`src/rtl/pb_mode_pkg.sv`:
```
// Shared types and helpers for the push-button mode controller.
// No logic of its own; the decode function is purely combinational.
// No flow control here.
package pb_mode_pkg;

  typedef enum logic [2:0] {
    IDLE,
    PRESS,
    COMMIT_S,
    COMMIT_L,
    WAIT_REL
  } pb_state_t;

  // Setting applied at reset and by every long press.
  localparam logic [1:0] SETTING_DFLT = 2'b10;

  // Gain scale presented alongside each setting.
  function automatic logic [2:0] setting2scale(input logic [1:0] s);
    logic [2:0] r;
    case (s)
      2'b11:   r = 3'b111;
      2'b10:   r = 3'b101;
      2'b01:   r = 3'b011;
      default: r = 3'b000;
    endcase
    return r;
  endfunction

endpackage

```
`src/rtl/pb_debounce.sv`:
```
// Two-flop synchronizer plus stability counter for a raw push-button level.
// Latency: 2 sync cycles + DB_CYC stable cycles before btn_db follows the pin.
// No backpressure; free-running sampler.
module pb_debounce #(
  parameter int DB_CYC = 16
) (
  input  logic clk,
  input  logic rst,
  input  logic btn_raw,
  output logic btn_db
);

  localparam int CW = $clog2(DB_CYC + 1);
  localparam logic [CW-1:0] DB_LAST = CW'(DB_CYC - 1);

  logic          sync1;
  logic          sync;
  logic [CW-1:0] db_cnt;

  // Bring the asynchronous pin into the clock domain.
  always_ff @(posedge clk or posedge rst) begin
    if (rst) begin
      sync1 <= 1'b0;
      sync  <= 1'b0;
    end else begin
      sync1 <= btn_raw;
      sync  <= sync1;
    end
  end

  // Follow sync only after it has disagreed with btn_db for DB_CYC cycles in a row;
  // any agreeing cycle restarts the count so short glitches never get through.
  always_ff @(posedge clk or posedge rst) begin
    if (rst) begin
      db_cnt <= '0;
      btn_db <= 1'b0;
    end else if (sync != btn_db) begin
      if (db_cnt == DB_LAST) begin
        btn_db <= sync;
        db_cnt <= '0;
      end else begin
        db_cnt <= db_cnt + CW'(1);
      end
    end else begin
      db_cnt <= '0;
    end
  end

endmodule

```
`src/rtl/pb_mode_ctrl.sv`:
```
// Sensitivity-mode controller: short press steps setting, long press restores default.
// Latency: setting/cfg_vld registered one edge after the press is classified.
// cfg_vld holds with setting frozen until cfg_rdy; presses meanwhile are ignored.
module pb_mode_ctrl #(
  parameter int DB_CYC   = 16,
  parameter int LONG_CYC = 64
) (
  input  logic       clk,
  input  logic       rst,
  input  logic       tgglMd,
  input  logic       cfg_rdy,
  output logic [1:0] setting,
  output logic [2:0] scale,
  output logic       cfg_vld,
  output logic       long_evt
);

  import pb_mode_pkg::*;

  localparam int HW = $clog2(LONG_CYC + 1);
  localparam logic [HW-1:0] HOLD_LONG = HW'(LONG_CYC - 1);
  localparam logic [HW-1:0] HOLD_MAX  = HW'(LONG_CYC);

  logic          btn_db;
  pb_state_t     state, state_nxt;
  logic [HW-1:0] hold_cnt, hold_nxt;
  logic [1:0]    setting_nxt;
  logic          vld_nxt;
  logic          long_nxt;

  pb_debounce #(.DB_CYC(DB_CYC)) u_debounce (
    .clk     (clk),
    .rst     (rst),
    .btn_raw (tgglMd),
    .btn_db  (btn_db)
  );

  // State, hold counter and all outputs are registered together.
  always_ff @(posedge clk or posedge rst) begin
    if (rst) begin
      state    <= IDLE;
      hold_cnt <= '0;
      setting  <= SETTING_DFLT;
      cfg_vld  <= 1'b0;
      long_evt <= 1'b0;
    end else begin
      state    <= state_nxt;
      hold_cnt <= hold_nxt;
      setting  <= setting_nxt;
      cfg_vld  <= vld_nxt;
      long_evt <= long_nxt;
    end
  end

  // Classify presses and sequence the configuration handshake.
  always_comb begin
    state_nxt   = state;
    hold_nxt    = hold_cnt;
    setting_nxt = setting;
    vld_nxt     = cfg_vld;
    long_nxt    = 1'b0;
    case (state)
      IDLE: begin
        if (btn_db) begin
          state_nxt = PRESS;
          hold_nxt  = '0;
        end
      end
      PRESS: begin
        if (hold_cnt != HOLD_MAX) hold_nxt = hold_cnt + HW'(1);
        if (btn_db && hold_cnt == HOLD_LONG) begin
          // Long press fires while still held and always re-applies the default.
          setting_nxt = SETTING_DFLT;
          vld_nxt     = 1'b1;
          long_nxt    = 1'b1;
          state_nxt   = COMMIT_L;
        end else if (!btn_db) begin
          if (hold_cnt < HOLD_LONG) begin
            setting_nxt = setting + 2'd1;
            vld_nxt     = 1'b1;
            state_nxt   = COMMIT_S;
          end else begin
            // Release on the exact long-press threshold cycle is neither short
            // nor long; drop it rather than guess.
            state_nxt = IDLE;
          end
        end
      end
      COMMIT_S: begin
        if (cfg_rdy) begin
          vld_nxt   = 1'b0;
          state_nxt = btn_db ? WAIT_REL : IDLE;
        end
      end
      COMMIT_L: begin
        if (cfg_rdy) begin
          vld_nxt   = 1'b0;
          state_nxt = WAIT_REL;
        end
      end
      WAIT_REL: begin
        if (!btn_db) state_nxt = IDLE;
      end
      default: state_nxt = IDLE;
    endcase
  end

  assign scale = setting2scale(setting);

endmodule
```
`config.mk`:
```
export PLATFORM = sky130hd
export DESIGN_NAME = pb_mode_ctrl
export DESIGN_NICKNAME = d
export VERILOG_FILES = /design/src/rtl/pb_mode_pkg.sv /design/src/rtl/pb_debounce.sv /design/src/rtl/pb_mode_ctrl.sv
export SDC_FILE = /design/constraint.sdc
export NUM_CORES = 1
export LEC_CHECK = 0
export CAP_MARGIN = 40
export CORE_MARGIN = 2
export CORE_UTILIZATION = 56
export CTS_CLUSTER_SIZE = 16
export DETAILED_ROUTE_END_ITERATION = 6
export PLACE_DENSITY_LB_ADDON = 0.12
export SYNTH_ARGS = -nofsm -noshare
export SYNTH_HDL_FRONTEND = slang
export SYNTH_SLANG_ARGS = --single-unit
```
`constraint.sdc`:
```
create_clock -name clk -period 2.3 [get_ports clk]
set_clock_uncertainty 0.1 [all_clocks]
set_input_delay 0.69 -clock clk [delete_from_list [all_inputs] [get_ports clk]]
set_output_delay 0.69 -clock clk [all_outputs]
set_load 0.005 [all_outputs]
```
==> flow_results.xml <==
<?xml version="1.0" encoding="UTF-8"?>
<metrics>
  <group name="logic_synthesis">
    <metric name="synth.lib_cells_used.distinct" unit="">42</metric>
    <metric name="net_count_after_synthesis" unit="">137</metric>
    <metric name="avgSynthCellArea" unit="um^2">9.78</metric>
    <metric name="synthCells" unit="">126</metric>
    <metric name="ys_warn_count" unit="">0</metric>
    <metric name="synth_top_flop_cell" unit="">sky130_fd_sc_hd__dfrtp_1</metric>
    <metric name="synthesized_flop_and_latch_total" unit="">22</metric>
    <metric name="synth_largest_area_cell" unit="">sky130_fd_sc_hd__dfrtp_1</metric>
    <metric name="synth_async_sr_flop_share" unit="%">100</metric>
    <metric name="synth.area.top_cells" unit="">sky130_fd_sc_hd__dfrtp_1 43%, sky130_fd_sc_hd__ha_1 7.1%, sky130_fd_sc_hd__nor2_1 3.7%</metric>
    <metric name="synth.top_cell.area_share" unit="%">42.6</metric>
    <metric name="synth-seq-area-share" unit="%">44.8</metric>
    <metric name="syn_area" unit="um^2">1230</metric>
    <metric name="synth-edff-count" unit="">0</metric>
  </group>
  <group name="cts">
    <metric name="cts_htree_levels" unit="">1</metric>
    <metric name="tritoncts_num_sinks" unit="">22</metric>
    <metric name="clock_tree_from_tritoncts" unit="">done</metric>
    <metric name="clock-root-buffer" unit="">sky130_fd_sc_hd__clkbuf_4</metric>
    <metric name="clkSlewWorstSetupHoldPaths" unit="ps">120</metric>
    <metric name="worst_case_clock_buffer_depth" unit="">2</metric>
    <metric name="post_cts_hold_buffer_count" unit="">0</metric>
    <metric name="insertion_delay" unit="ps">300</metric>
    <metric name="tritoncts.num_buffers" unit="">3</metric>
  </group>
  <group name="power_and_ir_drop">
    <metric name="cellPowerDensity" unit="nW/um^2">481</metric>
    <metric name="vdd_drop_max" unit="mV">0.368</metric>
    <metric name="cellLeakagePower" unit="nW">0.646</metric>
  </group>
  <group name="floorplanning">
    <metric name="dieWidth" unit="um">50.9</metric>
    <metric name="dieArea" unit="um^2">2590</metric>
    <metric name="starting_density" unit="%">61.0</metric>
    <metric name="design.core.area" unit="um^2">2020</metric>
    <metric name="die_h" unit="um">50.9</metric>
    <metric name="core.rowCount" unit="">16</metric>
    <metric name="num_io_pins" unit="">11</metric>
  </group>
  <group name="sta">
    <metric name="setup_slack" unit="ps">35.9</metric>
    <metric name="clock.fmax" unit="GHz">0.442</metric>
    <metric name="final_report_max_slew_violation_count" unit="">0</metric>
    <metric name="report.final.setup_viol" unit="">0</metric>
    <metric name="fin_crit_sh" unit="%">98.4</metric>
    <metric name="worst_slew_pin_slew" unit="ps">745</metric>
    <metric name="period_minus_slack" unit="ps">2260</metric>
    <metric name="max_slew_margin" unit="%">49.6</metric>
    <metric name="timing.final.hold_violations" unit="">0</metric>
  </group>
  <group name="drt">
    <metric name="avgRoutedWirePerCell" unit="um">15.0</metric>
    <metric name="drc_errors" unit="">0</metric>
    <metric name="drt_pass1_iterations" unit="">4</metric>
    <metric name="drt_total_wl" unit="um">2490</metric>
    <metric name="vias" unit="">1006</metric>
    <metric name="dr.first_iter.drc_count" unit="">38</metric>
    <metric name="avgViaCountPerCell" unit="">6.06</metric>
    <metric name="final_antenna_net_count" unit="">0</metric>
  </group>
  <group name="cells_and_area">
    <metric name="post-route-util" unit="%">71.5</metric>
    <metric name="area_growth" unit="%">17.3</metric>
    <metric name="nNetsFinal" unit="">151</metric>
    <metric name="final_cells" unit="">166</metric>
    <metric name="layout-drive-gt1-share" unit="%">15.1</metric>
    <metric name="sequential_cell_area" unit="um^2">553</metric>
    <metric name="multi_input_comb_area" unit="um^2">648</metric>
    <metric name="fillerInstances" unit="">157</metric>
    <metric name="antenna-diode-count" unit="">0</metric>
  </group>
  <group name="worst_setup_path">
    <metric name="cp.required" unit="ps">1510</metric>
    <metric name="critical_path_buf_inv_count" unit="">2</metric>
    <metric name="r2r_setup_slack" unit="ps">430</metric>
    <metric name="critPathSlowestCell" unit="">sky130_fd_sc_hd__dfstp_2</metric>
    <metric name="cp_cell_sequence" unit="">buf_6 -&gt; ha_4 -&gt; nor2_4 -&gt; nor2_1 -&gt; clkdlybuf4s15_1</metric>
    <metric name="setup.worst_path.end_class" unit="">primary output</metric>
    <metric name="r2r.worst_path.cells" unit="">3</metric>
    <metric name="critical_path.reg2reg.startpoint" unit="">state[0]$_DFFE_PP0P_</metric>
    <metric name="critical_path.startpoint_type" unit="">flip-flop</metric>
    <metric name="timing.critical_path.fanout_max" unit="">3</metric>
    <metric name="timing.setup.critical_path_class" unit="">reg -&gt; out</metric>
    <metric name="crit_arrival" unit="ps">1470</metric>
    <metric name="critical_path_depth" unit="">5</metric>
    <metric name="path_delay_family" unit="">flip-flops</metric>
    <metric name="highest_cell_delay_on_the_worst_timing_path" unit="ps">590</metric>
    <metric name="crit_path_start" unit="">setting[1]$_DFFE_PP1P_</metric>
  </group>
  <group name="global_route">
    <metric name="number_of_global_route_vias_before_repair" unit="">923</metric>
    <metric name="groute.usage.overall" unit="%">22.0</metric>
    <metric name="grt_start_max_net_pins" unit="">23</metric>
    <metric name="number_of_antenna_violations_at_the_first_check_in_global_routing" unit="">0</metric>
    <metric name="grt_overflow_total" unit="">0</metric>
    <metric name="grt_pass1_wl" unit="um">4320</metric>
  </group>
  <group name="worst_hold_path">
    <metric name="hold_path_class" unit="">reg -&gt; reg</metric>
    <metric name="hold_path_startpoint" unit="">u_debounce.sync1$_DFF_PP0_</metric>
    <metric name="hold_path_depth" unit="">0</metric>
  </group>
  <group name="placed_design">
    <metric name="place_hpwl" unit="um">1760</metric>
    <metric name="numPortBuffers" unit="">10</metric>
    <metric name="detailedPlace.worstSlack" unit="ps">60.2</metric>
    <metric name="gpl.final_weighted_congestion" unit="">0.808</metric>
    <metric name="post-place-cells" unit="">158</metric>
  </group>
  <group name="run">
    <metric name="maxCapViolations" unit="">0</metric>
  </group>
  <group name="outcome">
    <metric name="run_status" unit="">complete, no violations</metric>
  </group>
</metrics>
-- worst reg2reg max path, cell delays in order, from the launching register on --
cell and delay (ps):
sky130_fd_sc_hd__dfrtp_1 630, sky130_fd_sc_hd__nor4b_1 670, sky130_fd_sc_hd__o2111ai_1 210, sky130_fd_sc_hd__o311ai_0 150
-- cells by family (layout without fill, tap and decap cells) --
logic type / count (synthesis) / in the layout / share of synthesized area [%]
adders and majority gates: 7 / 7 / 7.11
buffers and inverters: 15 / 28 / 5.68
xor gates and xnor gates: 3 / 3 / 2.13
DFF: 22 / 22 / 44.8
AOI/OAI and AO/OA: 30 / 30 / 17.3
and+or+nand+nor: 46 / 46 / 20.5
muxes: 3 / 3 / 2.54
-- state kept, by name (all words and copies together), names as in the netlist --
signal	cells
u_debounce.btn_db	1
u_debounce.sync	1
setting	2
state	3
long_evt	1
u_debounce.sync1	1
u_debounce.db_cnt	5
hold_cnt	7
cfg_vld	1
-- report_power, final --
part | internal, mW | total [mW] | switching [mW]
combinational | 0.0380 | 0.0727 | 0.0346
clock | 0.0966 | 0.214 | 0.117
sequential | 0.398 | 0.409 | 0.0103
-- routing by layer --
layer | vias up | part of all wire (%) | global-route usage (%)
met1 | 495 | 47 | 29.5
met4 | 0 | 0.84 | 6.76
met5 | - | 0 | 0
met3 | 2 | 3.8 | 2.63
met2 | 23 | 48 | 37.0
li1 | 486 | - | -
-- final timing paths --
path                                             end
max reg2reg                   setting[0]$_DFFE_PP0P_
min                        u_debounce.sync$_DFF_PP0_
min in group asynchronous    hold_cnt[0]$_DFFE_PP0P_
max in group asynchronous     setting[1]$_DFFE_PP1P_
min reg2reg                u_debounce.sync$_DFF_PP0_
max                                         scale[1]
-- stage by stage --
| stage | TNS [ps] | hold slack, ps | power, mW | area, um^2 |
|---|---|---|---|---|
| floorplan | 0 | 231 | 0.446 | 1230 |
| global placement | 0 | 234 | 0.473 | 1340 |
| detailed placement | 0 | 240 | 0.478 | 1340 |
| CTS | -57.5 | 268 | 0.687 | 1400 |
| global route | -16.0 | 285 | 0.727 | 1450 |
| finish | 0 | 265 | 0.695 | 1450 |
-- repair_timing --
| action | in CTS | in global routing |
|---|---|---|
| endpoints found under the setup margin | 3 | 2 |
| gates resized for setup | 7 | 14 |
| buffers inserted | 3 | 1 |
| pin swaps | 0 | 1 |
-- cells in the final DEF, fill, tap and decap left out, types with 2 or more instances in the layout --
cell type / n
sky130_fd_sc_hd__a21oi_1: 2
sky130_fd_sc_hd__a32oi_1: 2
sky130_fd_sc_hd__and3_1: 5
sky130_fd_sc_hd__buf_4: 3
sky130_fd_sc_hd__buf_6: 2
sky130_fd_sc_hd__clkbuf_4: 3
sky130_fd_sc_hd__clkdlybuf4s50_1: 6
sky130_fd_sc_hd__dfrtp_1: 20
sky130_fd_sc_hd__dlygate4sd2_1: 2
sky130_fd_sc_hd__ha_1: 3
sky130_fd_sc_hd__ha_2: 2
sky130_fd_sc_hd__ha_4: 2
sky130_fd_sc_hd__inv_1: 7
sky130_fd_sc_hd__mux2i_1: 2
sky130_fd_sc_hd__nand2_1: 4
sky130_fd_sc_hd__nand3_1: 5
sky130_fd_sc_hd__nand3b_1: 3
sky130_fd_sc_hd__nand4_1: 2
sky130_fd_sc_hd__nor2_1: 11
sky130_fd_sc_hd__nor2b_1: 3
sky130_fd_sc_hd__nor3_1: 3
sky130_fd_sc_hd__nor4b_1: 2
sky130_fd_sc_hd__o211ai_1: 5
sky130_fd_sc_hd__o21ai_0: 8
sky130_fd_sc_hd__o22ai_1: 2
sky130_fd_sc_hd__o2bb2ai_1: 2
sky130_fd_sc_hd__o311ai_0: 2
sky130_fd_sc_hd__xor2_1: 3
-- synth_stat cells (2+ instances only) --
library cell and n:
sky130_fd_sc_hd__dfrtp_1 21, sky130_fd_sc_hd__nor2_1 12, sky130_fd_sc_hd__inv_1 9, sky130_fd_sc_hd__o21ai_0 8, sky130_fd_sc_hd__ha_1 7, sky130_fd_sc_hd__and3_1 5
sky130_fd_sc_hd__nand3_1 5, sky130_fd_sc_hd__o211ai_1 5, sky130_fd_sc_hd__nand2_1 4, sky130_fd_sc_hd__nand3b_1 3, sky130_fd_sc_hd__nor2b_1 3, sky130_fd_sc_hd__nor3_1 3
sky130_fd_sc_hd__xor2_1 3, sky130_fd_sc_hd__a21oi_1 2, sky130_fd_sc_hd__a32oi_1 2, sky130_fd_sc_hd__clkbuf_1 2, sky130_fd_sc_hd__mux2i_1 2, sky130_fd_sc_hd__nand4_1 2
sky130_fd_sc_hd__nor4b_1 2, sky130_fd_sc_hd__o22ai_1 2, sky130_fd_sc_hd__o2bb2ai_1 2, sky130_fd_sc_hd__o311ai_0 2
-- cell type report --
| cell class | count | area share [%] |
|---|---|---|
| Inverter | 9 | 2.51 |
| Timing Repair Buffer | 15 | 9.52 |
| Multi-Input combinational cell | 89 | 44.8 |
| Sequential cell | 22 | 38.3 |
| Clock buffer | 4 | 2.51 |
| Tap cell | 27 | 2.34 |
Note: power is estimated with default switching activity, not from simulation.
